===== src/rtl/lsu_ctrl.sv =====
// Load/store sequencer: alignment check, req/gnt/rvalid bus handshake, load formatting.
// Optional bus-wait abort enabled by defining LSU_TIMEOUT_EN.
module lsu_ctrl #(
    parameter int unsigned TIMEOUT_CYCLES = 255
) (
    input  logic        clk,
    input  logic        rst,
    input  logic        ex_valid,
    input  logic        mem_read,
    input  logic        mem_write,
    input  logic [2:0]  funct3,
    input  logic [31:0] mem_addr,
    input  logic [31:0] mem_wdata,
    output logic        stall,
    output logic        bus_req,
    output logic        bus_we,
    output logic [31:0] bus_addr,
    output logic [3:0]  bus_be,
    output logic [31:0] bus_wdata,
    input  logic        bus_gnt,
    input  logic        bus_rvalid,
    input  logic [31:0] bus_rdata,
    output logic        resp_valid,
    output logic [31:0] load_data,
    output logic        misalign_err,
    output logic        bus_err
);

    typedef enum logic [1:0] {
        ST_IDLE = 2'd0,
        ST_REQ  = 2'd1,
        ST_WAIT = 2'd2,
        ST_DONE = 2'd3
    } state_t;

    // The abort counter is 8 bits wide, so the limit must fit in it.
    if (TIMEOUT_CYCLES < 1 || TIMEOUT_CYCLES > 255) begin : g_bad_timeout
        $error("TIMEOUT_CYCLES must be in 1..255");
    end

    function automatic logic f_legal(input logic we, input logic [2:0] f3, input logic [1:0] lo);
        logic ok;
        case (f3)
            3'b000:  ok = 1'b1;
            3'b001:  ok = ~lo[0];
            3'b010:  ok = (lo == 2'b00);
            3'b100:  ok = ~we;
            3'b101:  ok = ~we & ~lo[0];
            default: ok = 1'b0;
        endcase
        return ok;
    endfunction

    function automatic logic [3:0] f_be(input logic we, input logic [1:0] sz, input logic [1:0] lo);
        logic [3:0] be;
        if (!we) begin
            be = 4'b1111;
        end else begin
            case (sz)
                2'b00:   be = 4'b0001 << lo;
                2'b01:   be = 4'b0011 << lo;
                default: be = 4'b1111;
            endcase
        end
        return be;
    endfunction

    function automatic logic [31:0] f_wdata(input logic [1:0] sz, input logic [31:0] wd);
        logic [31:0] d;
        case (sz)
            2'b00:   d = {4{wd[7:0]}};
            2'b01:   d = {2{wd[15:0]}};
            default: d = wd;
        endcase
        return d;
    endfunction

    function automatic logic [31:0] f_load(input logic [2:0] f3, input logic [1:0] lo, input logic [31:0] rd);
        logic [31:0] sh;
        logic [31:0] d;
        sh = rd >> {lo, 3'b000};
        case (f3)
            3'b000:  d = {{24{sh[7]}}, sh[7:0]};
            3'b100:  d = {24'h000000, sh[7:0]};
            3'b001:  d = {{16{sh[15]}}, sh[15:0]};
            3'b101:  d = {16'h0000, sh[15:0]};
            default: d = rd;
        endcase
        return d;
    endfunction

    state_t      state_r;
    state_t      state_next_s;
    logic        start_s;
    logic        legal_s;
    logic        accept_s;
    logic        bad_start_s;
    logic        timeout_s;
    logic        abort_s;
    logic        bus_req_r;
    logic        bus_we_r;
    logic [31:0] bus_addr_r;
    logic [3:0]  bus_be_r;
    logic [31:0] bus_wdata_r;
    logic        resp_valid_r;
    logic [31:0] load_data_r;
    logic        misalign_err_r;
    logic [2:0]  funct3_r;
    logic [1:0]  addr_lo_r;

    // Request decode, next-state selection and the stall hold signal.
    always_comb begin
        start_s      = ex_valid & (mem_read | mem_write);
        legal_s      = f_legal(mem_write, funct3, mem_addr[1:0]);
        accept_s     = 1'b0;
        bad_start_s  = 1'b0;
        abort_s      = 1'b0;
        state_next_s = state_r;
        if (!rst && state_r == ST_IDLE && start_s) begin
            accept_s    = legal_s;
            bad_start_s = ~legal_s;
        end else begin
            accept_s    = 1'b0;
            bad_start_s = 1'b0;
        end
        case (state_r)
            ST_IDLE: begin
                if (accept_s) state_next_s = ST_REQ;
                else          state_next_s = ST_IDLE;
            end
            ST_REQ: begin
                if (bus_gnt) begin
                    state_next_s = bus_we_r ? ST_DONE : ST_WAIT;
                end else if (timeout_s) begin
                    state_next_s = ST_IDLE;
                    abort_s      = 1'b1;
                end else begin
                    state_next_s = ST_REQ;
                end
            end
            ST_WAIT: begin
                if (bus_rvalid) begin
                    state_next_s = ST_DONE;
                end else if (timeout_s) begin
                    state_next_s = ST_IDLE;
                    abort_s      = 1'b1;
                end else begin
                    state_next_s = ST_WAIT;
                end
            end
            ST_DONE: state_next_s = ST_IDLE;
            default: state_next_s = ST_IDLE;
        endcase
        stall = ~rst & (accept_s | (state_r == ST_REQ) | (state_r == ST_WAIT));
    end

    // State register plus all registered bus and response outputs.
    always_ff @(posedge clk) begin
        if (rst) begin
            state_r        <= ST_IDLE;
            bus_req_r      <= 1'b0;
            bus_we_r       <= 1'b0;
            bus_addr_r     <= 32'h0000_0000;
            bus_be_r       <= 4'b0000;
            bus_wdata_r    <= 32'h0000_0000;
            resp_valid_r   <= 1'b0;
            load_data_r    <= 32'h0000_0000;
            misalign_err_r <= 1'b0;
            funct3_r       <= 3'b000;
            addr_lo_r      <= 2'b00;
        end else begin
            state_r        <= state_next_s;
            bus_req_r      <= (state_next_s == ST_REQ);
            resp_valid_r   <= (state_next_s == ST_DONE);
            misalign_err_r <= bad_start_s;
            if (accept_s) begin
                bus_we_r    <= mem_write;
                bus_addr_r  <= {mem_addr[31:2], 2'b00};
                bus_be_r    <= f_be(mem_write, funct3[1:0], mem_addr[1:0]);
                bus_wdata_r <= f_wdata(funct3[1:0], mem_wdata);
                funct3_r    <= funct3;
                addr_lo_r   <= mem_addr[1:0];
            end
            // Stores report zero data; loads capture only in WAIT.
            if (state_r == ST_WAIT && bus_rvalid) begin
                load_data_r <= f_load(funct3_r, addr_lo_r, bus_rdata);
            end else if (state_r == ST_REQ && bus_gnt && bus_we_r) begin
                load_data_r <= 32'h0000_0000;
            end
        end
    end

`ifdef LSU_TIMEOUT_EN
    localparam logic [7:0] TO_LAST = 8'(TIMEOUT_CYCLES - 1);

    logic [7:0] to_cnt_r;
    logic       bus_err_r;

    assign timeout_s = ((state_r == ST_REQ) || (state_r == ST_WAIT)) && (to_cnt_r >= TO_LAST);

    // Wait budget shared by REQ and WAIT, restarted on each accepted access.
    always_ff @(posedge clk) begin
        if (rst) begin
            to_cnt_r  <= 8'd0;
            bus_err_r <= 1'b0;
        end else begin
            bus_err_r <= abort_s;
            if (accept_s) begin
                to_cnt_r <= 8'd0;
            end else if (state_r == ST_REQ || state_r == ST_WAIT) begin
                to_cnt_r <= to_cnt_r + 8'd1;
            end
        end
    end

    assign bus_err = bus_err_r;
`else
    assign timeout_s = 1'b0;
    assign bus_err   = 1'b0;
`endif

    assign bus_req      = bus_req_r;
    assign bus_we       = bus_we_r;
    assign bus_addr     = bus_addr_r;
    assign bus_be       = bus_be_r;
    assign bus_wdata    = bus_wdata_r;
    assign resp_valid   = resp_valid_r;
    assign load_data    = load_data_r;
    assign misalign_err = misalign_err_r;

endmodule


===== config.mk =====
export PLATFORM = sky130hd
export DESIGN_NAME = lsu_ctrl
export DESIGN_NICKNAME = d
export VERILOG_FILES = /design/src/rtl/lsu_ctrl.sv
export SDC_FILE = /design/constraint.sdc
export NUM_CORES = 1
export LEC_CHECK = 0
export ABC_AREA = 1
export BUFFER_PORTS_ARGS = -buffer_cell sky130_fd_sc_hd__buf_4
export CORE_MARGIN = 1.5
export CORE_UTILIZATION = 40
export DETAILED_ROUTE_END_ITERATION = 10
export HOLD_SLACK_MARGIN = 0.02
export PLACE_DENSITY = 0.69
export SYNTH_ARGS = -nofsm -noshare
export SYNTH_HDL_FRONTEND = slang
export SYNTH_SLANG_ARGS = --single-unit

===== constraint.sdc =====
create_clock -name clk -period 3.35 [get_ports clk]
set_clock_uncertainty 0.15 [all_clocks]
set_input_delay 0.67 -clock clk [delete_from_list [all_inputs] [get_ports clk]]
set_output_delay 0.67 -clock clk [all_outputs]
set_load 0.02 [all_outputs]

=== Word level (Yosys, flattened, before mapping) ===
Cells that the tools add are included.
Widths: inputs -> output; s select.

* Register bits after elaboration: 109
* Output and inout bits: 106
* Logic and storage cells: 64

* Equality and inequality tests: 13
* Shift operators: 3
* Multiplexer cells: 13
* Bitwise logic cells: 11
* Reduce and logical (&&, ||, !) cells: 13

{| class="wikitable"
|+ Operator list
! kind !! count
|-
| $pmux 32 s4 || 1
|-
| $mux 32 || 2
|-
| $pmux 32 s2 || 1
|-
| $shr 32x5->16 || 1
|-
| $eq 3x3->1 const B || 4
|-
| $pmux 2 s4 || 1
|-
| $pmux 4 s2 || 1
|-
| $eq 2x1->1 const B || 3
|-
| $eq 2x2->1 const B || 3
|-
| $eq 3x1->1 const B || 2
|-
| $logic_not 2->1 || 3
|-
| $logic_not 3->1 || 2
|-
| $logic_and 1x1->1 || 5
|-
| $not 1->1 || 5
|-
| $pmux 1 s5 || 1
|-
| $mux 1 || 4
|-
| $mux 4 || 1
|-
| $shl 1x2->4 const A || 1
|-
| $shl 2x2->4 const A || 1
|-
| $and 1x1->1 || 3
|-
| $eq 3x2->1 const B || 1
|-
| $or 1x1->1 || 3
|-
| $mux 2 || 1
|-
| $reduce_bool 2->1 || 1
|-
| other kinds (2) || 2
|}

=== Logic depth before layout (Yosys ltp) ===
Gate-level depths: netlist of the first run.

* Word-level depth: 7
* Gate-level depth with buffers: 11

=== Worst setup path after synthesis of the first run ===
No wires, ideal clock.

* Kind: input to output
* From: input funct3[1]
* To: output stall
* Arrival time: 1,770 ps
* Slack: 760 ps
* Cell stages on the path: 10
* Buffers on the path: 3
* Cells stage by stage: buf_2 -> inv_2 -> nand2_1 -> o21ai_1 -> nand2_1 -> nor2_2 -> buf_6 -> inv_4 -> buf_6 -> a31oi_2

* Longest elaborated chain between the ends: 6
* Elaborated cells between the ends (all ways): 10

{| class="wikitable"
|+ RTL lines
! item !! line !! RTL
|-
| from (decl) || 11 || <nowiki>input logic [2:0] funct3,</nowiki>
|-
| $eq 3x3->1 (tied with other cells) || 43 || <nowiki>case (f3)</nowiki>
|-
| $pmux 1 s5 * || 43 ||
|-
| $mux 1 * || 119 || <nowiki>if (!rst && state_r == ST_IDLE && start_s) begin</nowiki>
|-
| $or 1x1->1 * (2 in a row) || 154 || <nowiki>stall = ~rst & (accept_s | (state_r == ST_REQ) | (state_r == ST_WAIT));</nowiki>
|-
| $and 1x1->1 * || 154 ||
|-
| to (decl) || 14 || <nowiki>output logic stall,</nowiki>
|}

Every way passes the cells marked *; elsewhere a longest branch is shown, timed or not.

=== Worst setup path after layout of the first run ===
Same ends and word-level chain as after synthesis.

==> flow_summary.toml, run 1 <==
[detailed_routing]
vias_per_cell = 4.879
via_count = 5167
routed_wl_um = 14860
dr.first_iter.drc_count = 287
firstDrtPassIters = 5
wire_per_inst_um = 14.03
ant_nets = 0
post-route-drc-count = 0

[worst_setup_path]
arrival_ns = 1.81
start_kind = "input port"
path_cells = "buf_4, inv_2, nand2_1, o21ai_1, nand2_1, nor2_4, inv_4, a31oi_2, buf_4"
rr_startpoint = "addr_lo_r[0]$_SDFFE_PP0P_"
crit_family = "buffers and inverters"
reg2reg_depth = 8
criticalPathCategory = "in2out"
required_ns = 2.53
r2r_slack_ns = 1.11
cp_max_fo = 27
critPathBufInv = 4
r2r_end = "load_data[31]$_SDFFE_PP0P_"
end_kind = "primary output"
cpPeakStageDelay_ns = 0.21
crit_slowest_cell = "buf_4"

[timing]
slew_headroom_pct = 51.83
worst_pin_slew_ns = 0.7199
fmax_ghz = 0.3800
finalCritPeriodShare_pct = 78.55
tns_ns = 0
fin_crit_ns = 2.631
setup_violations = 0
hold_violations = 0
rsz0062_at_grt = "false"
slew_violations = 0

[cells_and_area]
multiInputGateArea_mm2 = 0.002308
fin_util_pct = 56.23
seq_area_mm2 = 0.002182
layout-drive-gt1-share_pct = 26.86
final_nets = 1013
fill_cells = 1194
area_growth_syn_to_layout_pct = 36.83
antennaDiodeCount = 0

[floorplan]
dieWidth_um = 114.1
core-area_mm2 = 0.01201
ios = 212
die-area_mm2 = 0.01302
start_util_pct = 41.09
rows = 40
fp.dieH_um = 114.1

[logic_synthesis]
synth_area_leaders = "dfxtp_1 (44%), nand2_1 (14%), nor2_1 (10%), a21oi_1 (8.5%), o21ai_0 (7.0%)"
ys_ff_latch = 109
synth_edf_count = 0
yosys.cell_count.top_type = "nand2_1"
synth.yosys.warnings = 0
synth_commonest_cells = "nand2_1 (185), nor2_1 (132), dfxtp_1 (109)"
post_synth.cell_area_avg_um2 = 6.808
syn_inst = 725
synth_area_mm2 = 0.004936
synth_ff_type = "dfxtp_1"
synth_top_cell_area_share_pct = 44.21
yosysTopAreaCell = "dfxtp_1"
synth.distinct_cells = 33
ys_async_sr_fraction_pct = 0
ys_seq_area_share_pct = 44.21

[place]
portBuffers = 208
gp_congestion = 0.8785
dp_hpwl_um = 10590

[cts]
cts.sinks = 109
cts_inserted_buffers = 9
cts_tree = "yes"
cts_resized = 0
clk_pin_slew_ns = 0.07
post_cts_buffers = 0
clk_latency_ns = 0.35
h-tree-depth = 3
cts-root-buf = "clkbuf_16"
hold_buffers = 0
cts_buffer_depth = 2

[grt]
antenna_found_initial = 0
grt.met3_usage_pct = 5.664
grt_use_met2_pct = 36.75
grt.total_usage_pct = 23.04
top_usage_layer = "met2"
grt_pass1_wl_um = 23870
grt_pass1_vias = 4829
grt-ovfl-total = 0
grt_max_degree = 56
grt_use_met1_pct = 30.06

[status]
outcome = "complete, no violations"

[worst_hold_path]
min_to = "load_data[1]$_SDFFE_PP0P_"
whs_path_depth = 2
min-delay-start = "load_data[1]$_SDFFE_PP0P_"
hp-class = "reg2reg"

[power]
total_power_mw = 2.869
irDropWorstVdd_mv = 0.2934
p_leak_nw = 3.295
power_density_mw_per_mm2 = 424.8

[flow_run]
maxCapViolCount = 0
tightest hold or removal path, cell delays in order (launching register included):
cell,delay [ns]
dfxtp_1,0.31
nand2_1,0.06
a21oi_1,0.05
per-layer routing:
layer | routed length (µm) | vias to the layer above
met5 | 0 | -
met4 | 328 | 0
met3 | 1190 | 24
met2 | 6733 | 192
met1 | 6606 | 2266
li1 | - | 2685
how the worst max path moves through the flow:
stage                    from                         end  slack (ns)  cells past startpoint
floorplan           funct3[1]                       stall        0.76                     10
global placement    funct3[1]  bus_wdata[30]$_SDFFE_PP0P_        0.57                     10
detailed placement  funct3[1]  bus_wdata[24]$_SDFFE_PP0P_        0.51                     10
CTS                 funct3[1]                       stall        0.73                      9
global route        funct3[1]                       stall        0.61                      9
finish              funct3[1]                       stall        0.72                      9
metrics by stage:
stage	instance area [µm²]	cells	hold slack [ns]	setup WS, ns
floorplan	4943	727	0.3483	0.7597
global placement	6460	1043	0.3040	0.5670
detailed placement	6460	1043	0.3071	0.5088
CTS	6754	1059	0.3179	0.7262
global route	6754	1059	0.3412	0.6105
finish	6754	1059	0.3161	0.7186
power by group:
| part | leakage (nW) | switching [mW] | internal (mW) |
|---|---|---|---|
| Combinational | 2.27 | 0.246 | 0.186 |
| Clock | 0.143 | 0.481 | 0.599 |
| Sequential | 0.882 | 0.0240 | 1.33 |
| Total | 3.30 | 0.751 | 2.12 |
flip-flops by register name, indices dropped and copies added, names as in the netlist:
register      cells
load_data        32
resp_valid        1
bus_we            1
bus_wdata        32
bus_addr         30
misalign_err      1
state_r           2
funct3_r          3
bus_req           1
bus_be            4
addr_lo_r         2
cell usage in the layout, fill, tap and decap left out, drive strengths merged, types with 2 or more instances in the layout:
master,n
a21oi,86
buf,217
clkbuf,12
clkinv,4
conb,3
dfxtp,109
inv,39
nand2,186
nand3,22
nor2,134
o21ai,83
o22ai,6
or2,2
kinds of logic after synthesis:
group / count (synthesis) / synth area share [%]
simple gates: 345 / 27.17
compound gates: 181 / 19.27
flops: 109 / 44.21
buf+inv: 89 / 9.277
other cells: 1 / 0.07597
cell type report:
cell class | count | share of cell area (%)
Multi-Input combinational cell | 529 | 34.18
Sequential cell | 109 | 32.31
Timing Repair Buffer | 217 | 24.12
Clock buffer | 12 | 3.649
Tap cell | 147 | 2.723
Inverter | 41 | 2.316
Clock inverter | 4 | 0.7040
Note: power is estimated with default switching activity, not from simulation.
==> run 2: changes to the inputs <==
Settings changed: PLACE_DENSITY 0.69 to 0.72.
Clock period 3.35 ns to 2.3 ns, I/O delays scaled along.
==> run 2 against run 1 <==
Against the previous run: largest cell class unchanged; largest power group unchanged; clock-buffer cell count decreased by 2; setup slack worse by 0.54 ns; design area grew 0.54%; die area unchanged.
==> flow_summary.toml, run 2 (same netlist as run 1, synthesis figures left out) <==
[cts]
cts_tree = "yes"
cts-root-buf = "clkbuf_16"
cts_buffer_depth = 2
clk_pin_slew_ns = 0.07
post_cts_buffers = 0
cts_resized = 0
clk_latency_ns = 0.35
h-tree-depth = 3
cts.sinks = 109
hold_buffers = 0
cts_inserted_buffers = 9

[power]
irDropWorstVdd_mv = 0.3950
power_density_mw_per_mm2 = 596.8
p_leak_nw = 3.320

[detailed_routing]
wire_per_inst_um = 13.97
routed_wl_um = 14870
post-route-drc-count = 0
vias_per_cell = 4.957
dr.first_iter.drc_count = 293
firstDrtPassIters = 4
via_count = 5274
ant_nets = 0

[cells_and_area]
layout_common_cells = "buf_4 (220), nand2_1 (185), nor2_1 (132)"
antennaDiodeCount = 0
area_growth_syn_to_layout_pct = 37.57
layout-drive-gt1-share_pct = 27.37
final_nets = 1018
final_common_cell = "buf_4"

[worst_setup_path]
end_kind = "primary output"
cp_max_fo = 4
criticalPathCategory = "reg2out"
required_ns = 1.69
start_kind = "flip-flop"
arrival_ns = 1.51

[flow_run]
maxCapViolCount = 0

[grt]
grt.total_usage_pct = 23.09
grt-ovfl-total = 0
antenna_found_initial = 0
grt_pass1_wl_um = 23830
grt_pass1_vias = 4907
grt_max_degree = 67

[floorplan]
fp.dieH_um = 114.1
dieWidth_um = 114.1
core-area_mm2 = 0.01201
ios = 212
rows = 40
die-area_mm2 = 0.01302
start_util_pct = 41.09

[timing]
setup_violations = 0
slew_headroom_pct = 62.87
fmax_ghz = 0.4717
fin_crit_ns = 2.120
finalCritPeriodShare_pct = 92.17
rsz0062_at_grt = "false"
whs_ns = 0.1762
tns_ns = 0
hold_violations = 0
worst_pin_slew_ns = 0.5549
slew_violations = 0

[place]
gp_congestion = 0.9270
dp_hpwl_um = 10690
portBuffers = 208

[status]
outcome = "complete, no violations"

[worst_hold_path]
hp-class = "in2reg"
-- run 2: final cells by class --
cell class	count	area, µm²
clock buffer	10	229.0
clock inverter	6	38.79
fill	1206	5221
inverter	41	156.4
multi-input combinational	529	2308
sequential	109	2182
tap	147	183.9
timing repair buffer	222	1692
-- run 2: final timing paths --
kind	start	to	slack, ns	cells past startpoint
setup / recovery	state_r[1]$_SDFF_PP0_	stall	0.18	6
hold reg to reg	load_data[16]$_SDFFE_PP0P_	load_data[16]$_SDFFE_PP0P_	0.32	2
hold / removal	mem_addr[18]	bus_addr[18]$_SDFFE_PP0P_	0.18	3
setup reg to reg	addr_lo_r[0]$_SDFFE_PP0P_	load_data[21]$_SDFFE_PP0P_	0.41	8
-- run 2: critical path, cell delays in order (launching register included) --
cell and delay [ns]:
dfxtp_1 0.34, nor2_1 0.11, o211ai_1 0.15, nor2_4 0.22, inv_4 0.06, a31oi_2 0.11
buf_4 0.16
-- run 2: metal layers --
metal	vias up	routed length [µm]	GRT usage, %
li1	2692	-	-
met1	2344	6637	30.41
met2	212	6607	35.46
met3	26	1293	7.358
met4	0	329	8.750
met5	-	0	0
-- run 2: stage by stage --
stage	setup slack [ns]	utilization, %	area, µm²	instances	power [mW]
finish	0.1800	56.53	6790	1064	4.052
global route	0.02755	56.53	6790	1064	4.249
CTS	0.1451	56.53	6790	1064	4.100
detailed placement	0.1676	54.30	6523	1048	2.653
global placement	0.1830	54.30	6523	1048	2.652
floorplan	0.1297	-	4943	727	2.357
-- run 2: report_power, final --
part           total (mW)  internal (mW)  switching (mW)
logic               0.639          0.278           0.360
registers            1.97           1.94          0.0313
clock network        1.44          0.734           0.707
total                4.05           2.95            1.10
==> run 3: changes to the inputs <==
Settings changed: ABC_AREA 1 to not set.
==> run 3 against run 2 <==
Against the previous run: synthesized area shrank 1.4%; final cell count decreased by 14%; global-route usage down 0.80 points; sequential share of layout area shrank 0.32 points; sequential power barely moved; hold slack better by 0.028 ns; largest cell class unchanged; first-iteration DRC count rose by 17%; non-clock buffer count up 6; register-to-register slack got worse by 0.07 ns.
==> flow_summary.toml, run 3 <==
[logic_synthesis]
synth_top_cell_area_share_pct = 44.84
ys_ff_latch = 109
synth_edf_count = 0
ys_seq_area_share_pct = 44.84
yosysTopAreaCell = "dfxtp_1"
synth_area_leaders = "dfxtp_1 (45%), nand2_1 (9.6%), a21oi_1 (7.3%), mux2i_1 (6.0%), a22oi_1 (3.5%)"
synth.distinct_cells = 50
synth_area_mm2 = 0.004866
ys_async_sr_fraction_pct = 0
syn_inst = 575
post_synth.cell_area_avg_um2 = 8.462
synth_ff_type = "dfxtp_1"
synth_commonest_cells = "nand2_1 (124), dfxtp_1 (109), a21oi_1 (71)"
synth.yosys.warnings = 0
yosys.cell_count.top_type = "nand2_1"

[cells_and_area]
area_growth_syn_to_layout_pct = 40.94
layout-drive-gt1-share_pct = 33.72
layout_common_cells = "buf_4 (225), nand2_1 (124), dfxtp_1 (109)"
final_common_cell = "buf_4"
design_area_mm2 = 0.006858
final_nets = 872
antennaDiodeCount = 0
fin_util_pct = 57.33

[timing]
hold_violations = 0
slew_headroom_pct = 45.92
fmax_ghz = 0.4591
slew_violations = 0
finalCritPeriodShare_pct = 94.71
fin_crit_ns = 2.178
postLayoutSetupSlackWorst_ns = 0.1217
whs_ns = 0.2039
tns_ns = 0
rsz0062_at_grt = "false"
worst_pin_slew_ns = 0.8112
setup_violations = 0

[worst_setup_path]
cpPeakStageDelay_ns = 0.36
r2r_end = "load_data[17]$_SDFFE_PP0P_"
rr_startpoint = "addr_lo_r[0]$_SDFFE_PP0P_"
startpoint = "state_r[0]$_SDFF_PP0_"
path_cells = "nor4b_4, o221a_4, o31a_1, buf_4"
cp_max_fo = 5
required_ns = 1.69
r2r_slack_ns = 0.34
criticalPathCategory = "reg2out"
arrival_ns = 1.57
end_kind = "primary output"
reg2reg_depth = 4
crit_slowest_cell = "dfxtp_1"
start_kind = "flip-flop"

[grt]
grt-ovfl-total = 0
grt.total_usage_pct = 22.29
grt_max_degree = 77
grt_pass1_vias = 4606
grt_pass1_wl_um = 22780
antenna_found_initial = 0

[worst_hold_path]
hp-class = "in2reg"
min_to = "bus_addr[15]$_SDFFE_PP0P_"
min-delay-start = "mem_addr[15]"
whs_path_depth = 3

[cts]
cts_buffer_depth = 2
hold_buffers = 0
cts_resized = 0
clk_pin_slew_ns = 0.08
clk_latency_ns = 0.35
cts_inserted_buffers = 9
post_cts_buffers = 0
h-tree-depth = 3
cts_tree = "yes"
cts-root-buf = "clkbuf_16"
cts.sinks = 109

[place]
pre_cts_slack_ns = 0.1740
portBuffers = 208
dp_hpwl_um = 10700
post_dp_cell_area_mm2 = 0.006515
gp_congestion = 0.9029

[detailed_routing]
via_count = 4961
dr.first_iter.drc_count = 344
wire_per_inst_um = 15.95
vias_per_cell = 5.404
firstDrtPassIters = 5
ant_nets = 0
routed_wl_um = 14640
post-route-drc-count = 0

[flow_run]
maxCapViolCount = 0

[power]
p_leak_nw = 2.873
irDropWorstVdd_mv = 0.3631
power_density_mw_per_mm2 = 623.6

[floorplan]
start_util_pct = 40.68
die-area_mm2 = 0.01284
dieWidth_um = 113.3
core-area_mm2 = 0.01196
fp.dieH_um = 113.3
ios = 212
rows = 40

[status]
outcome = "complete, no violations"
[run 3: changes by cell type in the layout (fill, tap and decap cells not counted), sizes merged, moves of 15 or more]
cell	previous run	this run
inv	41	14
nand3	22	7
nor2	134	34
nand2	186	125
a22oi	0	23
a21oi	86	71
mux2i	0	29
o21ai	83	34
[run 3: report_power, final]
group          internal [mW]  switching (mW)
Sequential              1.93          0.0301
Combinational          0.283           0.317
Clock                  0.973           0.740
[run 3: metal layers]
layer  share of wire, %  global-route usage (%)  vias up
li1                   -                       -     2397
met1                 42                   27.99     2328
met2                 47                   36.12      215
met3                9.4                   7.499       21
met4                1.8                   7.333        0
met5                  0                       0        -
[run 3: layout make-up]
class / instances / area, µm²
sequential: 109 / 2182
clock inverter: 7 / 102.6
clock buffer: 9 / 225.2
timing repair buffer: 228 / 1749
inverter: 10 / 37.54
tap: 147 / 183.9
fill: 1075 / 5104
multi-input combinational: 408 / 2377
[run 3: kinds of logic after synthesis]
group           synth area share (%)
other cells                  0.07707
mux                            7.200
flops                          44.84
buf+inv                        6.866
simple gates                   16.87
compound gates                 24.15
[run 3: per-stage QoR]
step           instances  total power [mW]
3_3_place_gp         900             2.589
2_1_floorplan        577             2.304
3_5_place_dp         900             2.604
4_1_cts              916             4.313
5_1_grt              918             4.439
6_report             918             4.276
[run 3: critical path: cells and delay by family, from the launching register on]
kind | cells | cell delay [ns]
DFF | 1 | 0.36
buffers and inverters | 1 | 0.14
AOI/OAI and AO/OA | 2 | 0.38
and+or+nand+nor | 1 | 0.33
[run 3: worst max path at each step]
| stage | to | slack [ns] |
|---|---|---|
| 6_report | stall | 0.12 |
| 2_1_floorplan | stall | 0.1 |
| 5_1_grt | stall | 0.03 |
| 3_5_place_dp | stall | 0.17 |
| 3_3_place_gp | stall | 0.20 |
| 4_1_cts | stall | 0.06 |
